### src/rtl/jzjpcc_pkg.sv
// Shared types and constants for the jzjpcc decode/execute boundary.
package jzjpcc_pkg;

    typedef logic [2:0] aluOperation_t;
    typedef logic [1:0] aluMuxMode_t;
    typedef logic [2:0] funct3_t;

    // Where the destination register value comes from
    localparam logic RD_SOURCE_ALU = 1'b0;
    localparam logic RD_SOURCE_MEM = 1'b1;

    // Execute-stage register contents (PC is kept alongside, its width is per-instance)
    typedef struct packed {
        logic          valid;
        logic          memoryWriteEnable;
        logic          rdSource;
        logic          rdWriteEnable;
        logic          aluMod;
        logic [31:0]   immediate;
        logic [31:0]   rs1;
        logic [31:0]   rs2;
        logic [4:0]    rs1Addr;
        logic [4:0]    rs2Addr;
        logic [4:0]    rdAddr;
        aluOperation_t aluOperation;
        aluMuxMode_t   aluMuxMode;
        funct3_t       funct3;
    } deStage_t;

    // A bubble is simply an all-zero stage: not valid, writes nothing
    localparam deStage_t DE_BUBBLE = '0;

endpackage

### src/rtl/jzjpcc_forward_mux.sv
// Operand forwarding: picks the newest value of one source register from
// the memory stage (ALU results only), the writeback stage, or the register.
module jzjpcc_forward_mux
    import jzjpcc_pkg::*;
#(
    parameter bit FORWARD_EN = 1'b1
) (
    input  logic [4:0]  regAddr,
    input  logic [31:0] regValue,
    input  logic [4:0]  mRdAddr,
    input  logic        mRdWriteEnable,
    input  logic        mRdSource,
    input  logic [31:0] mAluResult,
    input  logic [4:0]  wRdAddr,
    input  logic        wRdWriteEnable,
    input  logic [31:0] wRdData,
    output logic [31:0] forwarded
);

    // Memory stage wins over writeback; x0 and loads in memory are never forwarded
    always_comb begin
        forwarded = regValue;
        if (FORWARD_EN && (regAddr != 5'd0)) begin
            if (mRdWriteEnable && (mRdSource == RD_SOURCE_ALU) && (mRdAddr == regAddr))
                forwarded = mAluResult;
            else if (wRdWriteEnable && (wRdAddr == regAddr))
                forwarded = wRdData;
        end
    end

endmodule

### src/rtl/jzjpcc_decode_execute_reg.sv
// Decode -> execute pipeline register with stall hold, flush/bubble
// insertion, load-use hazard detection and rs1/rs2 forwarding.
module jzjpcc_decode_execute_reg
    import jzjpcc_pkg::*;
#(
    parameter int PC_MAX_B   = 15,
    parameter bit FORWARD_EN = 1'b1
) (
    input  logic                clock,
    input  logic                reset,
    input  logic                stall,
    input  logic                flush,
    input  logic                d_valid,
    input  logic                d_memoryWriteEnable,
    input  logic                d_rdSource,
    input  logic                d_rdWriteEnable,
    input  logic                d_aluMod,
    input  logic                d_rs1Used,
    input  logic                d_rs2Used,
    input  logic [31:0]         d_immediate,
    input  logic [31:0]         d_rs1,
    input  logic [31:0]         d_rs2,
    input  logic [4:0]          d_rs1Addr,
    input  logic [4:0]          d_rs2Addr,
    input  logic [4:0]          d_rdAddr,
    input  logic [PC_MAX_B:2]   d_currentPC,
    input  logic [2:0]          d_aluOperation,
    input  logic [1:0]          d_aluMuxMode,
    input  logic [2:0]          d_funct3,
    input  logic [4:0]          m_rdAddr,
    input  logic                m_rdWriteEnable,
    input  logic                m_rdSource,
    input  logic [31:0]         m_aluResult,
    input  logic [4:0]          w_rdAddr,
    input  logic                w_rdWriteEnable,
    input  logic [31:0]         w_rdData,
    output logic                e_valid,
    output logic                e_memoryWriteEnable,
    output logic                e_rdSource,
    output logic                e_rdWriteEnable,
    output logic                e_aluMod,
    output logic [31:0]         e_immediate,
    output logic [31:0]         e_rs1,
    output logic [31:0]         e_rs2,
    output logic [4:0]          e_rs1Addr,
    output logic [4:0]          e_rs2Addr,
    output logic [4:0]          e_rdAddr,
    output logic [PC_MAX_B:2]   e_currentPC,
    output logic [2:0]          e_aluOperation,
    output logic [1:0]          e_aluMuxMode,
    output logic [2:0]          e_funct3,
    output logic                loadUseStall
);

    deStage_t           stage;
    deStage_t           decodeIn;
    logic [PC_MAX_B:2]  pcReg;
    logic [31:0]        fwdRs1;
    logic [31:0]        fwdRs2;
    logic               hazard;

    // Gather the decode-side fields into the stage layout
    always_comb begin
        decodeIn                   = DE_BUBBLE;
        decodeIn.valid             = d_valid;
        decodeIn.memoryWriteEnable = d_memoryWriteEnable;
        decodeIn.rdSource          = d_rdSource;
        decodeIn.rdWriteEnable     = d_rdWriteEnable;
        decodeIn.aluMod            = d_aluMod;
        decodeIn.immediate         = d_immediate;
        decodeIn.rs1               = d_rs1;
        decodeIn.rs2               = d_rs2;
        decodeIn.rs1Addr           = d_rs1Addr;
        decodeIn.rs2Addr           = d_rs2Addr;
        decodeIn.rdAddr            = d_rdAddr;
        decodeIn.aluOperation      = d_aluOperation;
        decodeIn.aluMuxMode        = d_aluMuxMode;
        decodeIn.funct3            = d_funct3;
    end

    // A load sitting in execute whose destination the decode instruction reads
    always_comb begin
        hazard = stage.valid && (stage.rdSource == RD_SOURCE_MEM) && stage.rdWriteEnable
              && (stage.rdAddr != 5'd0) && d_valid
              && ((d_rs1Used && (d_rs1Addr == stage.rdAddr))
               || (d_rs2Used && (d_rs2Addr == stage.rdAddr)));
    end

    // Flush and external stall already handle the stage, so they mask the hazard
    assign loadUseStall = hazard && !flush && !stall;

    jzjpcc_forward_mux #(.FORWARD_EN(FORWARD_EN)) forwardRs1 (
        .regAddr        (stage.rs1Addr),
        .regValue       (stage.rs1),
        .mRdAddr        (m_rdAddr),
        .mRdWriteEnable (m_rdWriteEnable),
        .mRdSource      (m_rdSource),
        .mAluResult     (m_aluResult),
        .wRdAddr        (w_rdAddr),
        .wRdWriteEnable (w_rdWriteEnable),
        .wRdData        (w_rdData),
        .forwarded      (fwdRs1)
    );

    jzjpcc_forward_mux #(.FORWARD_EN(FORWARD_EN)) forwardRs2 (
        .regAddr        (stage.rs2Addr),
        .regValue       (stage.rs2),
        .mRdAddr        (m_rdAddr),
        .mRdWriteEnable (m_rdWriteEnable),
        .mRdSource      (m_rdSource),
        .mAluResult     (m_aluResult),
        .wRdAddr        (w_rdAddr),
        .wRdWriteEnable (w_rdWriteEnable),
        .wRdData        (w_rdData),
        .forwarded      (fwdRs2)
    );

    // Stage update: reset > flush > stall (operands absorb forwards) > load-use bubble > load
    always_ff @(posedge clock or posedge reset) begin
        if (reset) begin
            stage <= DE_BUBBLE;
            pcReg <= '0;
        end else if (flush) begin
            stage <= DE_BUBBLE;
            pcReg <= '0;
        end else if (stall) begin
            stage.rs1 <= fwdRs1;
            stage.rs2 <= fwdRs2;
        end else if (loadUseStall) begin
            stage <= DE_BUBBLE;
            pcReg <= '0;
        end else begin
            stage <= decodeIn;
            pcReg <= d_currentPC;
        end
    end

    assign e_valid             = stage.valid;
    assign e_memoryWriteEnable = stage.memoryWriteEnable;
    assign e_rdSource          = stage.rdSource;
    assign e_rdWriteEnable     = stage.rdWriteEnable;
    assign e_aluMod            = stage.aluMod;
    assign e_immediate         = stage.immediate;
    assign e_rs1               = fwdRs1;
    assign e_rs2               = fwdRs2;
    assign e_rs1Addr           = stage.rs1Addr;
    assign e_rs2Addr           = stage.rs2Addr;
    assign e_rdAddr            = stage.rdAddr;
    assign e_currentPC         = pcReg;
    assign e_aluOperation      = stage.aluOperation;
    assign e_aluMuxMode        = stage.aluMuxMode;
    assign e_funct3            = stage.funct3;

endmodule
### config.mk
export PLATFORM = sky130hd
export DESIGN_NAME = jzjpcc_decode_execute_reg
export DESIGN_NICKNAME = d
export VERILOG_FILES = /design/src/rtl/jzjpcc_pkg.sv /design/src/rtl/jzjpcc_forward_mux.sv /design/src/rtl/jzjpcc_decode_execute_reg.sv
export SDC_FILE = /design/constraint.sdc
export NUM_CORES = 1
export LEC_CHECK = 0
export ABC_AREA = 1
export BUFFER_PORTS_ARGS = -buffer_cell sky130_fd_sc_hd__buf_2
export CAP_MARGIN = 25
export CORE_ASPECT_RATIO = 0.5
export CORE_MARGIN = 2
export CORE_UTILIZATION = 44
export CTS_CLUSTER_DIAMETER = 100
export DETAILED_ROUTE_END_ITERATION = 8
export PLACE_DENSITY = 0.88
export SLEW_MARGIN = 20
export SYNTH_ARGS = -nofsm -noshare
export SYNTH_HDL_FRONTEND = slang
export SYNTH_SLANG_ARGS = --single-unit
### constraint.sdc
create_clock -name clock -period 4 [get_ports clock]
set_input_delay 0.4 -clock clock [delete_from_list [all_inputs] [get_ports clock]]
set_output_delay 0.4 -clock clock [all_outputs]
set_load 0.02 [all_outputs]
======== Word-level counts from Yosys, hierarchy flattened ========
Cells that the tools add are included.
storage, ports and cells
  bits in registers ....................... 138
  input bits .............................. 221
  output and inout bits ................... 139
  logic and storage cells ................. 57
cells by class
  equal/unequal tests ..................... 7
  multiplexer cells ....................... 14
  bitwise logic cells ..................... 1
  reductions and logical operators ........ 20
operator list
  operator                                               count
  2-to-1 mux 124 bit                                     2
  2-to-1 mux 32 bit                                      6
  2-to-1 mux 64 bit                                      1
  2-to-1 mux 14 bit                                      3
  2-to-1 mux 37 bit                                      1
  == test 5 bit                                          6
  2-to-1 mux 23 bit                                      1
  nonzero test 5 bit                                     3
  logical AND 1 bit                                      14
  zero test 1 bit                                        2
  inequality test 2 x 1 -> 1 bit, second input constant  1
  logical OR 1 bit                                       1
  inverter 1 bit                                         1

======== Depth between registers and ports, before layout ========
Gate-level depths: netlist (run 1).
  depth in word-level cells ............... 10
  depth in mapped cells ................... 13

======== Cells and area by module ========
A second synthesis (run 1) with hierarchy kept.
second synthesis, totals
  cell total of the unflattened synthesis .. 1324
  area, all modules ....................... 8853.5 um^2
by module, submodules not included
  module                     times used  cells an instance  area each (um^2)  seq. area each (um^2)
  jzjpcc_decode_execute_reg  1           716                6108.4            3453.3
  jzjpcc_forward_mux         2           304                1372.6            0.0

======== Worst setup path before layout (run 1) ========
Ideal clock, no wire load.
  kind .................................... register -> output
  from .................................... register stage, in the netlist e_rs2Addr[2]
  to ...................................... output e_rs2[10]
  arrival time ............................ 1.648 ns
  data required time ...................... 3.600 ns
  slack ................................... 1.952 ns
  stages on the path, launching flop included .. 9
  buffers on the path ..................... 1
  path through ............................ dfrtp_1 xor2_1 nor2_2 nand3_2 nand2_1 nand2_1 buf_4 nand2_1 and2_1
on the way
  cells in the longest elaborated chain, start to end .. 5
  elaborated cells between the ends (all ways) .. 8
  classes of those cells .................. 2 x eq/ne; 3 x mux; 3 x reduce/logical
ends and longest elaborated chain
  item                    line                              RTL
  start, declared         jzjpcc_decode_execute_reg.sv:55   deStage_t stage;
  start signal, assigned  jzjpcc_decode_execute_reg.sv:133  stage <= decodeIn;
  == test 5 bit           jzjpcc_forward_mux.sv:26          else if (wRdWriteEnable && (wRdAddr == regAddr))
  logical AND 1 bit       jzjpcc_forward_mux.sv:26
  2-to-1 mux 32 bit       jzjpcc_forward_mux.sv:26
  2-to-1 mux 32 bit       jzjpcc_forward_mux.sv:24          if (mRdWriteEnable && (mRdSource == RD_SOURCE_ALU) && (mRdAddr == regAddr))
  2-to-1 mux 32 bit (*)   jzjpcc_forward_mux.sv:23          if (FORWARD_EN && (regAddr != 5'd0)) begin
  end, declared           jzjpcc_decode_execute_reg.sv:44   output logic [31:0] e_rs2,
Mark *: on every way between the ends. The rest lies on a longest branch, timed or not.

======== Worst setup path after layout (run 1) ========
  from .................................... register stage, in the netlist e_rs1Addr[1]
  to ...................................... output e_rs1[23]
on the way
  cells in the longest elaborated chain, start to end .. 5
  elaborated cells between the ends (all ways) .. 8
  classes of those cells .................. 2 x eq/ne; 3 x mux; 3 x reduce/logical
ends and longest elaborated chain
  item                   line                             RTL
  == test 5 bit          jzjpcc_forward_mux.sv:26
  logical AND 1 bit      jzjpcc_forward_mux.sv:26
  2-to-1 mux 32 bit      jzjpcc_forward_mux.sv:26
  2-to-1 mux 32 bit      jzjpcc_forward_mux.sv:24
  2-to-1 mux 32 bit (*)  jzjpcc_forward_mux.sv:23
  end, declared          jzjpcc_decode_execute_reg.sv:43  output logic [31:0] e_rs1,
Marks and branches as above.

==> summary.json, run 1 <==
{
  "worstPathBufferInverterCount": 4,
  "first_pass_iters": 7,
  "drt_iter0_drc": 1041,
  "ctsHtreeMaxLevel": 4,
  "postSynthAreaPerCell_um2": 6.814,
  "final_layout_size_suffix_gt1_frac": 0.2772,
  "synth.mux.area_fraction": 0,
  "clock_latency_on_the_worst_skew_pair_ns": 0.42,
  "hold_path_class": "in -> async",
  "combinational_family_with_the_most_area_after_synthesis": "simple AND/OR/NAND/NOR gates",
  "die_area_um2": 20570,
  "timing.critical_path.required_ns": 3.60,
  "synth_nets": 1472,
  "worst_clock_skew_ns": 0.01141,
  "global_route_wire_length_before_repair_mm": 47.42,
  "report.final.hold_viol_count": 0,
  "resized_cells_post_cts": 0,
  "period_share": 0.8435,
  "synth_area_in_adders": 0,
  "power_leakage_nw": 6.745,
  "worst_hold_slack_ns": 0.06391,
  "synth_simple_gate_area_frac": 0.4792,
  "n_fill_cell": 1734,
  "die_width_um": 200.8,
  "worst_slack_setup_final_ns": 0.6260,
  "placed_instances": 1800,
  "pin_count": 360,
  "die_height_um": 102.4,
  "floorplan.initialDensity": 0.4559,
  "synth_cell_types": 25,
  "pd_cells_nw_per_um2": 356.5,
  "detailed_place_hpwl_mm": 21.83,
  "worst_setup_hold_path_clk_slew_ns": 0.07,
  "ys.flop_type": "dfrtp_1",
  "worst-endpoint-arrival_ns": 2.97,
  "layout.cells.non_filler": 1834,
  "holdBufCountCts": 0,
  "cts_post_setup_buffers_inserted": 0,
  "vdd_ir_drop_max_v": 0.0002654,
  "worst_slack_at_placement_ns": 1.059,
  "residual_antenna_violating_net_count_after_detailed_routing": 0,
  "post_drt_via_cell_ratio": 5.322,
  "flow.area_growth_from_synthesis_pct": 30.47,
  "fin_nets": 1781,
  "cts-buffers-inserted": 17,
  "path_class": "reg -> out",
  "grt_start_max_net_pins": 79,
  "ys_async_sr_fraction": 1.000,
  "critical_path.slowest_cell": "nand2_2",
  "fin_setup_tns_ns": 0,
  "synth_compound_area_frac": 0.008073,
  "grt_setup_unrepaired": "false",
  "maxSlewViolCount": 0,
  "synth_enable_flop_cells": 0,
  "clock_tree_from_tritoncts": "yes",
  "syn-cell-area_um2": 8524,
  "cpLargestDelayFamily": "simple AND/OR/NAND/NOR gates",
  "netlist.area_leader.share": 0.4051,
  "grt_pass1_vias": 9145,
  "routed_wire_length_per_instance_um": 16.52,
  "root_buffer": "clkbuf_16",
  "grt_overflow": 0,
  "num_rows": 35,
  "synth_xor_area_frac": 0.007192,
  "synth.most_common_cell": "nand2_1",
  "max-clock-path-buffers": 2,
  "finalSetupViolations": 0,
  "ys_warn_count": 0,
  "yosys_register_bits": 138,
  "critical-path-max-stage-delay_ns": 0.51,
  "synthTopCellsByArea": "dfrtp_1, nand3_1, nand2_1",
  "timing.final.crit_period_ns": 3.374,
  "synth_area_leader_cell": "dfrtp_1",
  "netlist_instances": 1251,
  "route.vias.total": 9761,
  "quantity_of_i_o_buffers_inserted_on_ports": 359,
  "number_of_antenna_violations_at_the_first_check_in_global_routing": 1,
  "worstPathMaxFanout": 33,
  "drc": 0,
  "cap_violations": 0,
  "max_slew_headroom": 0.4462,
  "core_region_area_um2": 18700,
  "slew_worst_pin_ns": 0.8307,
  "grt_total_usage": 0.2917,
  "gp_routability_congestion": 0.9390,
  "crit_top_cell": "nand2_1",
  "max_clock_freq_mhz": 296.4,
  "crit_chain": "inv_2, nand2_1, nand2_1, nor2_2, buf_4, nand3_2, buf_4, nand2_1, nand2_2, nand2_1, and2_1, buf_2",
  "ys_top_cells_by_count": "nand2_1, nand3_1, dfrtp_1, inv_1, nand4_1",
  "clock_sinks": 138,
  "run_status": "completed",
  "worst_setup_path_end_kind": "output port",
  "route.final.wire_length_mm": 30.30,
  "timing.critical_path.from_type": "register",
  "post_layout_util": 0.5948,
  "seq_area_frac_synth": 0.4051
}
==> kinds of logic (layout without fill, tap and decap cells) <==
| logic type | after synthesis | count (layout) |
|---|---|---|
| flops | 138 | 138 |
| other cells | 0 | 2 |
| simple gates | 881 | 881 |
| xor+xnor | 7 | 7 |
| compound gates | 13 | 13 |
| buf+inv | 212 | 534 |
==> per-layer routing <==
| metal | wire (µm) | global-route usage | vias up |
|---|---|---|---|
| met5 | 0 | 0 | - |
| met4 | 1455 | 0.1681 | 0 |
| met3 | 2517 | 0.06888 | 125 |
| met2 | 14340 | 0.4826 | 550 |
| met1 | 11980 | 0.3581 | 4403 |
| li1 | - | - | 4683 |
==> worst reg2reg max path: stages (launching register included) <==
cell and delay (ns):
dfrtp_1 0.44, inv_2 0.10, nand2_1 0.05, nand2_1 0.08, nor2_2 0.04, buf_4 0.23, nand3_2 0.11, buf_4 0.33
nand2_1 0.11, nand2_2 0.51, nand2_1 0.15, nand3_1 0.16, nand2_1 0.07
==> layout by cell type, fill, tap and decap left out <==
cell	n
nand2_1	399
buf_2	359
nand3_1	321
dfrtp_1	138
inv_1	113
nand4_1	66
and2_1	57
buf_4	19
clkbuf_16	17
nor2_1	12
nor2_2	9
xor2_1	7
nand3b_1	7
o21ai_0	6
inv_2	5
clkinvlp_4	4
inv_6	4
nor3_1	3
o21ai_1	3
clkinv_4	3
buf_12	3
diode_2	2
nor2_4	2
a21oi_1	2
nand3_2	2
bufinv_16	2
o21a_1	1
a31oi_1	1
nand2_4	1
nor3_4	1
nand2_2	1
inv_8	1
clkbuf_1	1
clkbuf_8	1
buf_8	1
buf_16	1
==> path summary, 6_finish.rpt <==
kind                            startpoint         endpoint  slack (ns)  cells after the start
max                           e_rs1Addr[1]        e_rs1[23]        0.63                     12
min                                  reset   e_immediate[3]        0.06                      2
max reg2reg                   e_rs1Addr[1]        stage[55]        1.49                     12
min reg2reg                e_immediate[14]  e_immediate[14]        0.48                      2
max in group asynchronous            reset   e_immediate[9]        2.98                      3
min in group clock          d_currentPC[9]   e_currentPC[9]        0.20                      3
==> power breakdown <==
group	total [mW]	leakage, nW	internal (mW)	switching, mW
clock network	1.62	0.283	0.950	0.666
registers	1.52	1.83	1.48	0.0446
logic	0.826	4.63	0.280	0.546
==> state kept, by name (all words and copies together), names as in the netlist, 2 cells and up <==
register / count
e_currentPC: 14
e_immediate: 32
e_rs2Addr: 5
e_aluOperation: 3
e_funct3: 3
e_aluMuxMode: 2
stage: 64
e_rs1Addr: 5
e_rdAddr: 5
==> through the flow <==
stage | area (µm²) | total power [mW]
final | 11120 | 3.964
after global routing | 11120 | 4.146
after CTS | 11120 | 3.986
after detailed placement | 10520 | 2.365
after global placement | 10480 | 2.347
after floorplan | 8528 | 2.021
==> layout make-up <==
class | count | area [µm²] | share of cell area
Antenna cell | 2 | 5.005 | 0.0004500
Inverter | 119 | 450.4 | 0.04050
Multi-Input combinational cell | 901 | 4249 | 0.3820
Clock buffer | 19 | 442.9 | 0.03982
Clock inverter | 13 | 155.1 | 0.01395
Tap cell | 259 | 324.1 | 0.02914
Sequential cell | 138 | 3453 | 0.3105
Timing Repair Buffer | 383 | 2042 | 0.1836
Note: power is estimated with default switching activity, not from simulation.
==> run 2, diff against run 1 <==
Clock period 4 ns to 2.7 ns, I/O delays scaled along.
==> run 2 against run 1 <==
Clock power increased by 42%. Via count is 0.33% higher. Sequential share of layout area grew 0.15 points. Utilization is 0.29 points lower. Clock-buffer cell count is the same. Final cell count shrank 0.11%. Hold slack better by 0.0039 ns. Global-route usage down 0.47 points. Critical path type unchanged.
==> summary.json, run 2 (synthesis results as in run 1) <==
{
  "flip_flop_count_of_the_largest_register_all_copies_and_words_added": {"value": 64, "change": "unchanged"},
  "power_leakage": {"value": 6.726, "unit": "nW", "change": "was 6.745 nW"},
  "grt_pass1_vias": {"value": 9171, "change": "was 9145"},
  "die_width": {"value": 200.8, "unit": "µm", "change": "unchanged"},
  "vdd_ir_drop_max": {"value": 0.0004016, "unit": "V", "change": "was 0.0002654 V"},
  "first_pass_iters": {"value": 5, "change": "was 7"},
  "r2r.worst_path.cells": {"value": 9, "change": "was 12"},
  "share_seq_of_total_power": {"value": 0.391, "change": "was 0.384"},
  "worst_clock_skew": {"value": 0.01481, "unit": "ns", "change": "was 0.01141 ns"},
  "quantity_of_i_o_buffers_inserted_on_ports": {"value": 359, "change": "unchanged"},
  "period_share": 0.9430,
  "flow.area_growth_from_synthesis": {"value": 29.84, "unit": "%", "change": "was 30.47%"},
  "timing.critical_path.required": {"value": 2.43, "unit": "ns", "change": "was 3.60 ns"},
  "power_frac_clock": {"value": 0.399, "change": "was 0.408"},
  "number_of_antenna_violations_at_the_first_check_in_global_routing": {"value": 3, "change": "was 1"},
  "die_height": {"value": 102.4, "unit": "µm", "change": "unchanged"},
  "hold_path_class": {"value": "in -> reg", "change": "was in -> async"},
  "critical_path.slowest_cell": {"value": "dfrtp_1", "change": "was nand2_2"},
  "global_route_wire_length_before_repair": {"value": 46.82, "unit": "mm", "change": "was 47.42 mm"},
  "layout.cells.non_filler": {"value": 1832, "change": "was 1834"},
  "worst_setup_path_end_kind": {"value": "output port", "change": "unchanged"},
  "n_fill_cell": {"value": 1779, "change": "was 1734"},
  "maxSlewViolCount": {"value": 0, "change": "unchanged"},
  "route.vias.total": {"value": 9793, "change": "was 9761"},
  "clock_tree_from_tritoncts": {"value": "yes", "change": "unchanged"},
  "root_buffer": {"value": "clkbuf_16", "change": "unchanged"},
  "grt_start_max_net_pins": {"value": 139, "change": "was 79"},
  "floorplan.initialDensity": {"value": 0.4559, "change": "unchanged"},
  "worstPathMaxFanout": {"value": 32, "change": "was 33"},
  "residual_antenna_violating_net_count_after_detailed_routing": {"value": 0, "change": "unchanged"},
  "routed_wire_length_per_instance": {"value": 16.23, "unit": "µm", "change": "was 16.52 µm"},
  "placed_instances": {"value": 1798, "change": "was 1800"},
  "post_drt_via_cell_ratio": {"value": 5.346, "change": "was 5.322"},
  "max-clock-path-buffers": {"value": 2, "change": "unchanged"},
  "core_region_area": {"value": 18700, "unit": "µm²", "change": "unchanged"},
  "layout_commonest_cell": {"value": "nand2_1", "change": "unchanged"},
  "holdCritStartpoint": "d_immediate[13]",
  "grt_setup_unrepaired": {"value": "false", "change": "unchanged"},
  "drc": {"value": 0, "change": "unchanged"},
  "timing.critical_path.from_type": {"value": "register", "change": "unchanged"},
  "startpoint": {"value": "e_rs1Addr[3]", "change": "was e_rs1Addr[1]"},
  "max_clock_freq_mhz": 392.7,
  "clock_latency_on_the_worst_skew_pair": {"value": 0.42, "unit": "ns", "change": "about the same"},
  "fin_setup_tns": {"value": 0, "unit": "ns", "change": "unchanged"},
  "pd_cells": {"value": 520.7, "unit": "nW/µm²", "change": "was 356.5 nW/µm²"},
  "report.final.hold_viol_count": {"value": 0, "change": "unchanged"},
  "ctsHtreeMaxLevel": {"value": 4, "change": "unchanged"},
  "critical-path-max-stage-delay": {"value": 0.46, "unit": "ns", "change": "was 0.51 ns"},
  "sw_frac_of_total": {"value": 0.3210, "change": "was 0.3171"},
  "clock_sinks": {"value": 138, "change": "unchanged"},
  "fin_nets": {"value": 1779, "change": "was 1781"},
  "timing.final.crit_period_ns": 2.546,
  "internal_power_component": {"value": 3.913, "unit": "mW", "change": "was 2.707 mW"},
  "p_comb_frac": {"value": 0.210, "change": "was 0.208"},
  "die_area": {"value": 20570, "unit": "µm²", "change": "unchanged"},
  "drt_iter0_drc": {"value": 798, "change": "was 1041"},
  "worst_setup_hold_path_clk_slew": {"value": 0.07, "unit": "ns", "change": "about the same"},
  "cts-buffers-inserted": {"value": 17, "change": "unchanged"},
  "power_switching": {"value": 1.850, "unit": "mW", "change": "was 1.257 mW"},
  "worst-endpoint-arrival": {"value": 2.28, "unit": "ns", "change": "was 2.97 ns"},
  "top_register": {"value": "stage", "change": "unchanged"},
  "cts_post_setup_buffers_inserted": {"value": 0, "change": "unchanged"},
  "route.final.wire_length": {"value": 29.74, "unit": "mm", "change": "was 30.30 mm"},
  "rr_startpoint": {"value": "e_rdAddr[3]", "change": "was e_rs1Addr[1]"},
  "max_slew_headroom": {"value": 0.5022, "change": "was 0.4462"},
  "finalSetupViolations": {"value": 0, "change": "unchanged"},
  "pin_count": {"value": 360, "change": "unchanged"},
  "worstHoldPathCells": 3,
  "run_status": {"value": "completed", "change": "unchanged"},
  "final_layout_size_suffix_gt1_frac": {"value": 0.2763, "change": "was 0.2772"},
  "grt_overflow": {"value": 0, "change": "unchanged"},
  "grt_total_usage": {"value": 0.2869, "change": "was 0.2917"},
  "cap_violations": {"value": 0, "change": "unchanged"},
  "hold_worst_path_end": "e_immediate[13]",
  "num_rows": {"value": 35, "change": "unchanged"},
  "detailed_place_hpwl": {"value": 21.17, "unit": "mm", "change": "was 21.83 mm"},
  "path_class": {"value": "reg -> out", "change": "unchanged"},
  "layout_common_cells": {"value": "nand2_1, buf_2, nand3_1", "change": "unchanged"},
  "rr_endpoint": {"value": "stage[55]", "change": "unchanged"},
  "reg2reg_setup_slack": {"value": 0.55, "unit": "ns", "change": "was 1.49 ns"},
  "slew_worst_pin": {"value": 0.7467, "unit": "ns", "change": "was 0.8307 ns"},
  "gp_routability_congestion": {"value": 0.9029, "change": "was 0.9390"},
  "crit_chain": {"value": "a21oi_1, nand2_1, nor2_2, buf_4, nand3_1, nand2_1, nand3_1, and2_1, buf_2", "change": "was inv_2, nand2_1, nand2_1, nor2_2, buf_4, nand3_2, buf_4, nand2_1, nand2_2, nand2_1, and2_1, buf_2"}
}
-- run 2: changes by cell type in the layout (fill, tap and decap cells not counted) --
| cell | change |
|---|---|
| buf_4 | -2 |
| buf_6 | +2 |
| buf_16 | -1 |
| buf_8 | -1 |
| bufinv_16 | -1 |
| clkinv_2 | +1 |
| clkinvlp_4 | -1 |
| inv_6 | +1 |
| nand2_2 | -1 |
| nand2_4 | +1 |
-- run 2: power by group through the flow --
stage	combinational [mW]	clock, mW	sequential [mW]
after floorplan	0.637	0	2.36
after global placement	1.19	0	2.28
after detailed placement	1.20	0	2.29
after CTS	1.20	2.34	2.25
after global routing	1.32	2.46	2.26
final	1.21	2.30	2.25
-- run 2: area by class of cell --
type                    instances  area (µm²)  area share
well taps                     259       324.1     0.02928
repair buffers                381        2007      0.1813
inverters                     119       450.4     0.04070
flip-flops and latches        138        3453      0.3120
multi-input cells             901        4254      0.3844
diodes                          2       5.005   0.0004522
clock buffers                  19       442.9     0.04002
clock inverters                13       131.4     0.01187
-- run 2: stage by stage --
step                cell area [µm²]    util  hold WS (ns)  power, mW  worst slack [ns]
global route                  11070  0.5919       0.05458      6.044          0.005923
floorplan                      8528       -        0.4077      2.994            0.7089
CTS                           11050  0.5910       0.04964      5.801           0.09097
finish                        11070  0.5919       0.06781      5.763            0.1538
global placement              10480  0.5603        0.4564      3.471            0.5461
detailed placement            10480  0.5603        0.4597      3.491            0.5507
-- run 2: timing repair --
action | 4_1_cts | 5_1_grt
setup endpoints to repair | 0 | 40
hold buffers | 0 | 0
resized for setup | 0 | 3
-- run 2: per-layer routing --
layer  global-route usage  wire length, µm  vias to the layer above
li1                     -                -                     4673
met1               0.3587            11880                     4531
met2               0.4797            14250                      485
met3              0.05867             2219                      102
met4               0.1533             1373                        2
met5                    0               13                        -
-- run 2: worst max-delay path: cells and delay by family, from the launching register on --
| family | cells | cell delay [ns] |
|---|---|---|
| flops | 1 | 0.46 |
| simple gates | 6 | 0.73 |
| compound gates | 1 | 0.18 |
| buf+inv | 2 | 0.48 |
-- run 2: worst max-delay path by stage --
| stage | slack [ns] | endpoint | cells past startpoint |
|---|---|---|---|
| final | 0.15 | e_rs1[18] | 9 |
| after global routing | 0.006 | e_rs1[15] | 9 |
| after CTS | 0.09 | e_rs2[2] | 11 |
| after detailed placement | 0.55 | e_rs2[2] | 11 |
| after global placement | 0.55 | e_rs2[2] | 11 |
| after floorplan | 0.71 | e_aluMod | 1 |
==> run 3, diff against run 2 <==
Settings changed: CORE_UTILIZATION 44 to 45, PLACE_DENSITY 0.88 to 0.86, SYNTH_HIERARCHICAL from default to 1.
Clock period 2.7 ns to 3.11 ns, I/O delays scaled along.
==> run 3 against run 2 <==
Via count shrank 1.4%. Sequential share of layout area grew 0.56 points. Final area shrank 1.8%. Largest power group unchanged.
==> summary.json, run 3 <==
{
  "hold_worst_path_end": {"value": "e_immediate[14]", "change": "was e_immediate[13]"},
  "synth_cell_types": {"value": 22, "change": "was 25"},
  "synthTopCellsByArea": {"value": "dfrtp_1, nand2_1, nor2_1", "change": "was dfrtp_1, nand3_1, nand2_1"},
  "worst_slack_setup_final": {"value": 0.3004, "unit": "ns", "change": "was 0.1538 ns"},
  "synth_nets": {"value": 1545, "change": "was 1472"},
  "clock_latency_on_the_worst_skew_pair": {"value": 0.42, "unit": "ns", "change": "about the same"},
  "worst_slack_at_placement": {"value": 0.8107, "unit": "ns", "change": "was 0.5507 ns"},
  "worstPathBufferInverterCount": {"value": 3, "change": "was 2"},
  "multiInputGateArea": {"value": 4265, "unit": "µm²", "change": "was 4254 µm²"},
  "postPlaceCellArea": {"value": 10240, "unit": "µm²", "change": "was 10480 µm²"},
  "synth_area_leader_cell": {"value": "dfrtp_1", "change": "unchanged"},
  "postSynthAreaPerCell": {"value": 6.687, "unit": "µm²", "change": "was 6.814 µm²"},
  "max_clock_freq_mhz": 355.9,
  "worst_setup_path_end_kind": {"value": "output port", "change": "unchanged"},
  "die_area": {"value": 20880, "unit": "µm²", "change": "was 20570 µm²"},
  "route.final.wire_length": {"value": 29.47, "unit": "mm", "change": "was 29.74 mm"},
  "drc": {"value": 0, "change": "unchanged"},
  "yosys_register_bits": {"value": 138, "change": "unchanged"},
  "cts-buffers-inserted": {"value": 17, "change": "unchanged"},
  "seq_area_frac_synth": {"value": 0.3901, "change": "was 0.4051"},
  "final_layout_size_suffix_gt1_frac": {"value": 0.2786, "change": "was 0.2763"},
  "floorplan.initialDensity": {"value": 0.4571, "change": "was 0.4559"},
  "seq_area": {"value": 3453, "unit": "µm²", "change": "unchanged"},
  "n_fill_cell": {"value": 1917, "change": "was 1779"},
  "finalSetupViolations": {"value": 0, "change": "unchanged"},
  "ctsHtreeMaxLevel": {"value": 4, "change": "unchanged"},
  "maxSlewViolCount": {"value": 0, "change": "unchanged"},
  "grt_pass1_vias": {"value": 8589, "change": "was 9171"},
  "cap_violations": {"value": 0, "change": "unchanged"},
  "grt_start_max_net_pins": {"value": 90, "change": "was 139"},
  "number_of_antenna_violations_at_the_first_check_in_global_routing": {"value": 2, "change": "was 3"},
  "residual_antenna_violating_net_count_after_detailed_routing": {"value": 0, "change": "unchanged"},
  "gp_routability_congestion": {"value": 0.8949, "change": "was 0.9029"},
  "run_status": {"value": "completed", "change": "unchanged"},
  "grt_overflow": {"value": 0, "change": "unchanged"},
  "timing.critical_path.required": {"value": 2.80, "unit": "ns", "change": "was 2.43 ns"},
  "crit_chain": {"value": "inv_2, nand2_1, nand2_1, nor2_1, nand3_2, buf_4, nor2_1, nor2_1, nor2_1, nor2_1, buf_2", "change": "was a21oi_1, nand2_1, nor2_2, buf_4, nand3_1, nand2_1, nand3_1, and2_1, buf_2"},
  "layout_common_cells": {"value": "nand2_1, buf_2, nor2_1", "change": "was nand2_1, buf_2, nand3_1"},
  "critical-path-max-stage-delay": {"value": 0.43, "unit": "ns", "change": "was 0.46 ns"},
  "synth_enable_flop_cells": {"value": 0, "change": "unchanged"},
  "max_slew_headroom": {"value": 0.4787, "change": "was 0.5022"},
  "worst-endpoint-arrival": {"value": 2.50, "unit": "ns", "change": "was 2.28 ns"},
  "fin_nets": {"value": 1798, "change": "was 1779"},
  "crit_top_cell": "nor2_1",
  "fin_setup_tns": {"value": 0, "unit": "ns", "change": "unchanged"},
  "root_buffer": {"value": "clkbuf_16", "change": "unchanged"},
  "rr_endpoint": {"value": "e_rs1Addr[1]", "change": "was stage[55]"},
  "hold_path_class": {"value": "in -> reg", "change": "unchanged"},
  "resized_cells_post_cts": {"value": 0, "change": "unchanged"},
  "rr_startpoint": {"value": "e_rdAddr[4]", "change": "was e_rdAddr[3]"},
  "layout_commonest_cell": {"value": "nand2_1", "change": "unchanged"},
  "report.final.hold_viol_count": {"value": 0, "change": "unchanged"},
  "worst_hold_slack": {"value": 0.1164, "unit": "ns", "change": "was 0.06781 ns"},
  "route.vias.total": {"value": 9659, "change": "was 9793"},
  "post_drt_via_cell_ratio": {"value": 5.187, "change": "was 5.346"},
  "vdd_ir_drop_max": {"value": 0.0003302, "unit": "V", "change": "was 0.0004016 V"},
  "core_region_area": {"value": 19370, "unit": "µm²", "change": "was 18700 µm²"},
  "grt_total_usage": {"value": 0.2701, "change": "was 0.2869"},
  "worstHoldPathCells": {"value": 3, "change": "unchanged"},
  "pd_cells": {"value": 474.7, "unit": "nW/µm²", "change": "was 520.7 nW/µm²"},
  "synth.most_common_cell": {"value": "nand2_1", "change": "unchanged"},
  "die_height": {"value": 103.2, "unit": "µm", "change": "was 102.4 µm"},
  "period_share": 0.9034,
  "worstPathMaxFanout": {"value": 20, "change": "was 32"},
  "netlist.area_leader.share": {"value": 0.3901, "change": "was 0.4051"},
  "total_non_filler_cell_area_in_the_finished_layout": {"value": 10870, "unit": "µm²", "change": "was 11070 µm²"},
  "detailed_place_hpwl": {"value": 20.50, "unit": "mm", "change": "was 21.17 mm"},
  "timing.critical_path.from_type": {"value": "register", "change": "unchanged"},
  "ys_async_sr_fraction": {"value": 1.000, "change": "unchanged"},
  "critical_path.slowest_cell": {"value": "dfrtp_1", "change": "unchanged"},
  "flow.area_growth_from_synthesis": {"value": 22.80, "unit": "%", "change": "was 29.84%"},
  "drt_iter0_drc": {"value": 938, "change": "was 798"},
  "num_rows": {"value": 36, "change": "was 35"},
  "ys.flop_type": {"value": "dfrtp_1", "change": "unchanged"},
  "netlist_instances": {"value": 1324, "change": "was 1251"},
  "ys_warn_count": {"value": 6, "change": "was 0"},
  "pin_count": {"value": 360, "change": "unchanged"},
  "flip_flop_count_of_the_largest_register_all_copies_and_words_added": {"value": 64, "change": "unchanged"},
  "grt_setup_unrepaired": {"value": "false", "change": "unchanged"},
  "timing.final.crit_period_ns": 2.810,
  "ys_top_cells_by_count": {"value": "nand2_1, nor2_1, nand3_1, dfrtp_1, nand4_1", "change": "was nand2_1, nand3_1, dfrtp_1, inv_1, nand4_1"},
  "power_leakage": {"value": 6.383, "unit": "nW", "change": "was 6.726 nW"},
  "slew_worst_pin": {"value": 0.7820, "unit": "ns", "change": "was 0.7467 ns"},
  "clock_sinks": {"value": 138, "change": "unchanged"},
  "holdCritStartpoint": {"value": "d_immediate[14]", "change": "was d_immediate[13]"},
  "path_class": {"value": "reg -> out", "change": "unchanged"},
  "worst_setup_hold_path_clk_slew": {"value": 0.07, "unit": "ns", "change": "about the same"},
  "reg2reg_setup_slack": {"value": 0.81, "unit": "ns", "change": "was 0.55 ns"},
  "clock_tree_from_tritoncts": {"value": "yes", "change": "unchanged"},
  "first_pass_iters": {"value": 5, "change": "unchanged"},
  "max-clock-path-buffers": {"value": 2, "change": "unchanged"},
  "quantity_of_i_o_buffers_inserted_on_ports": {"value": 359, "change": "unchanged"},
  "r2r.worst_path.cells": {"value": 8, "change": "was 9"},
  "die_width": {"value": 202.4, "unit": "µm", "change": "was 200.8 µm"},
  "fin_total_pwr": {"value": 5.161, "unit": "mW", "change": "was 5.763 mW"},
  "cpLargestDelayFamily": {"value": "simple AND/OR/NAND/NOR gates", "change": "unchanged"},
  "routed_wire_length_per_instance": {"value": 15.82, "unit": "µm", "change": "was 16.23 µm"},
  "top_register": {"value": "stage", "change": "unchanged"},
  "syn-cell-area": {"value": 8853, "unit": "µm²", "change": "was 8524 µm²"},
  "global_route_wire_length_before_repair": {"value": 44.66, "unit": "mm", "change": "was 46.82 mm"},
  "worst_clock_skew": {"value": 0.01489, "unit": "ns", "change": "was 0.01481 ns"}
}
## run 3: cell types whose count changed after synthesis, sizes merged, moves of 13 or more
| cell | delta |
|---|---|
| buf | +68 |
| a21oi | +60 |
| nor2 | +254 |
| clkbuf | -13 |
| and2 | -57 |
| nand2 | +30 |
| nand3 | -176 |
| inv | -70 |
## run 3: kinds of logic after synthesis
group                  synth area share
AND/OR/NAND/NOR                  0.4394
buffers and inverters            0.1316
flip-flops                       0.3901
AO/OA/AOI/OAI                   0.03900
## run 3: worst min-delay path, cell delays in order
cell and delay [ns]:
buf_2 0.08, nand3_1 0.06, nand2_1 0.05
## run 3: what timing repair did
| item | in CTS | in global routing |
|---|---|---|
| hold endpoints to repair | 1 | 0 |
| setup buffers | 0 | 0 |
| hold buffers | 1 | 0 |
## run 3: stage by stage
step                  util  instances
floorplan                -       1324
global placement    0.5286       1823
detailed placement  0.5286       1823
CTS                 0.5605       1856
global route        0.5608       1858
finish              0.5613       1862
## run 3: cell type report
class	count	share of cell area
antenna	6	0.001381
clock buffer	17	0.03913
clock inverter	15	0.01680
inverter	49	0.01726
multi-input combinational	989	0.3923
sequential	138	0.3176
tap	266	0.03061
timing repair buffer	382	0.1848
## run 3: worst max path at each step
stage                       startpoint        end  slack [ns]  cells past startpoint
after floorplan                  reset   e_aluMod        1.08                      1
after global placement    e_rs2Addr[4]   e_rs2[6]        0.86                      7
after detailed placement  e_rs2Addr[3]   e_rs2[6]        0.81                      9
after CTS                 e_rs2Addr[3]   e_rs2[6]        0.37                      9
after global routing      e_rs1Addr[0]  e_rs1[11]        0.15                      8
final                     e_rs2Addr[1]  e_rs2[25]        0.30                     11
## run 3: routing by layer
metal | vias to the layer above | part of all wire | GRT usage | wire length [µm]
li1 | 4668 | - | - | -
met1 | 4406 | 0.41 | 0.3571 | 12130
met2 | 493 | 0.47 | 0.4370 | 13730
met3 | 92 | 0.081 | 0.04981 | 2399
met4 | 0 | 0.041 | 0.1308 | 1209
met5 | - | 0 | 0 | 0
## run 3: report_power, final
part | switching, mW | leakage, nW | total (mW) | internal, mW
Combinational | 0.737 | 4.26 | 1.10 | 0.364
Clock | 0.889 | 0.293 | 2.11 | 1.22
Sequential | 0.0550 | 1.83 | 1.95 | 1.90
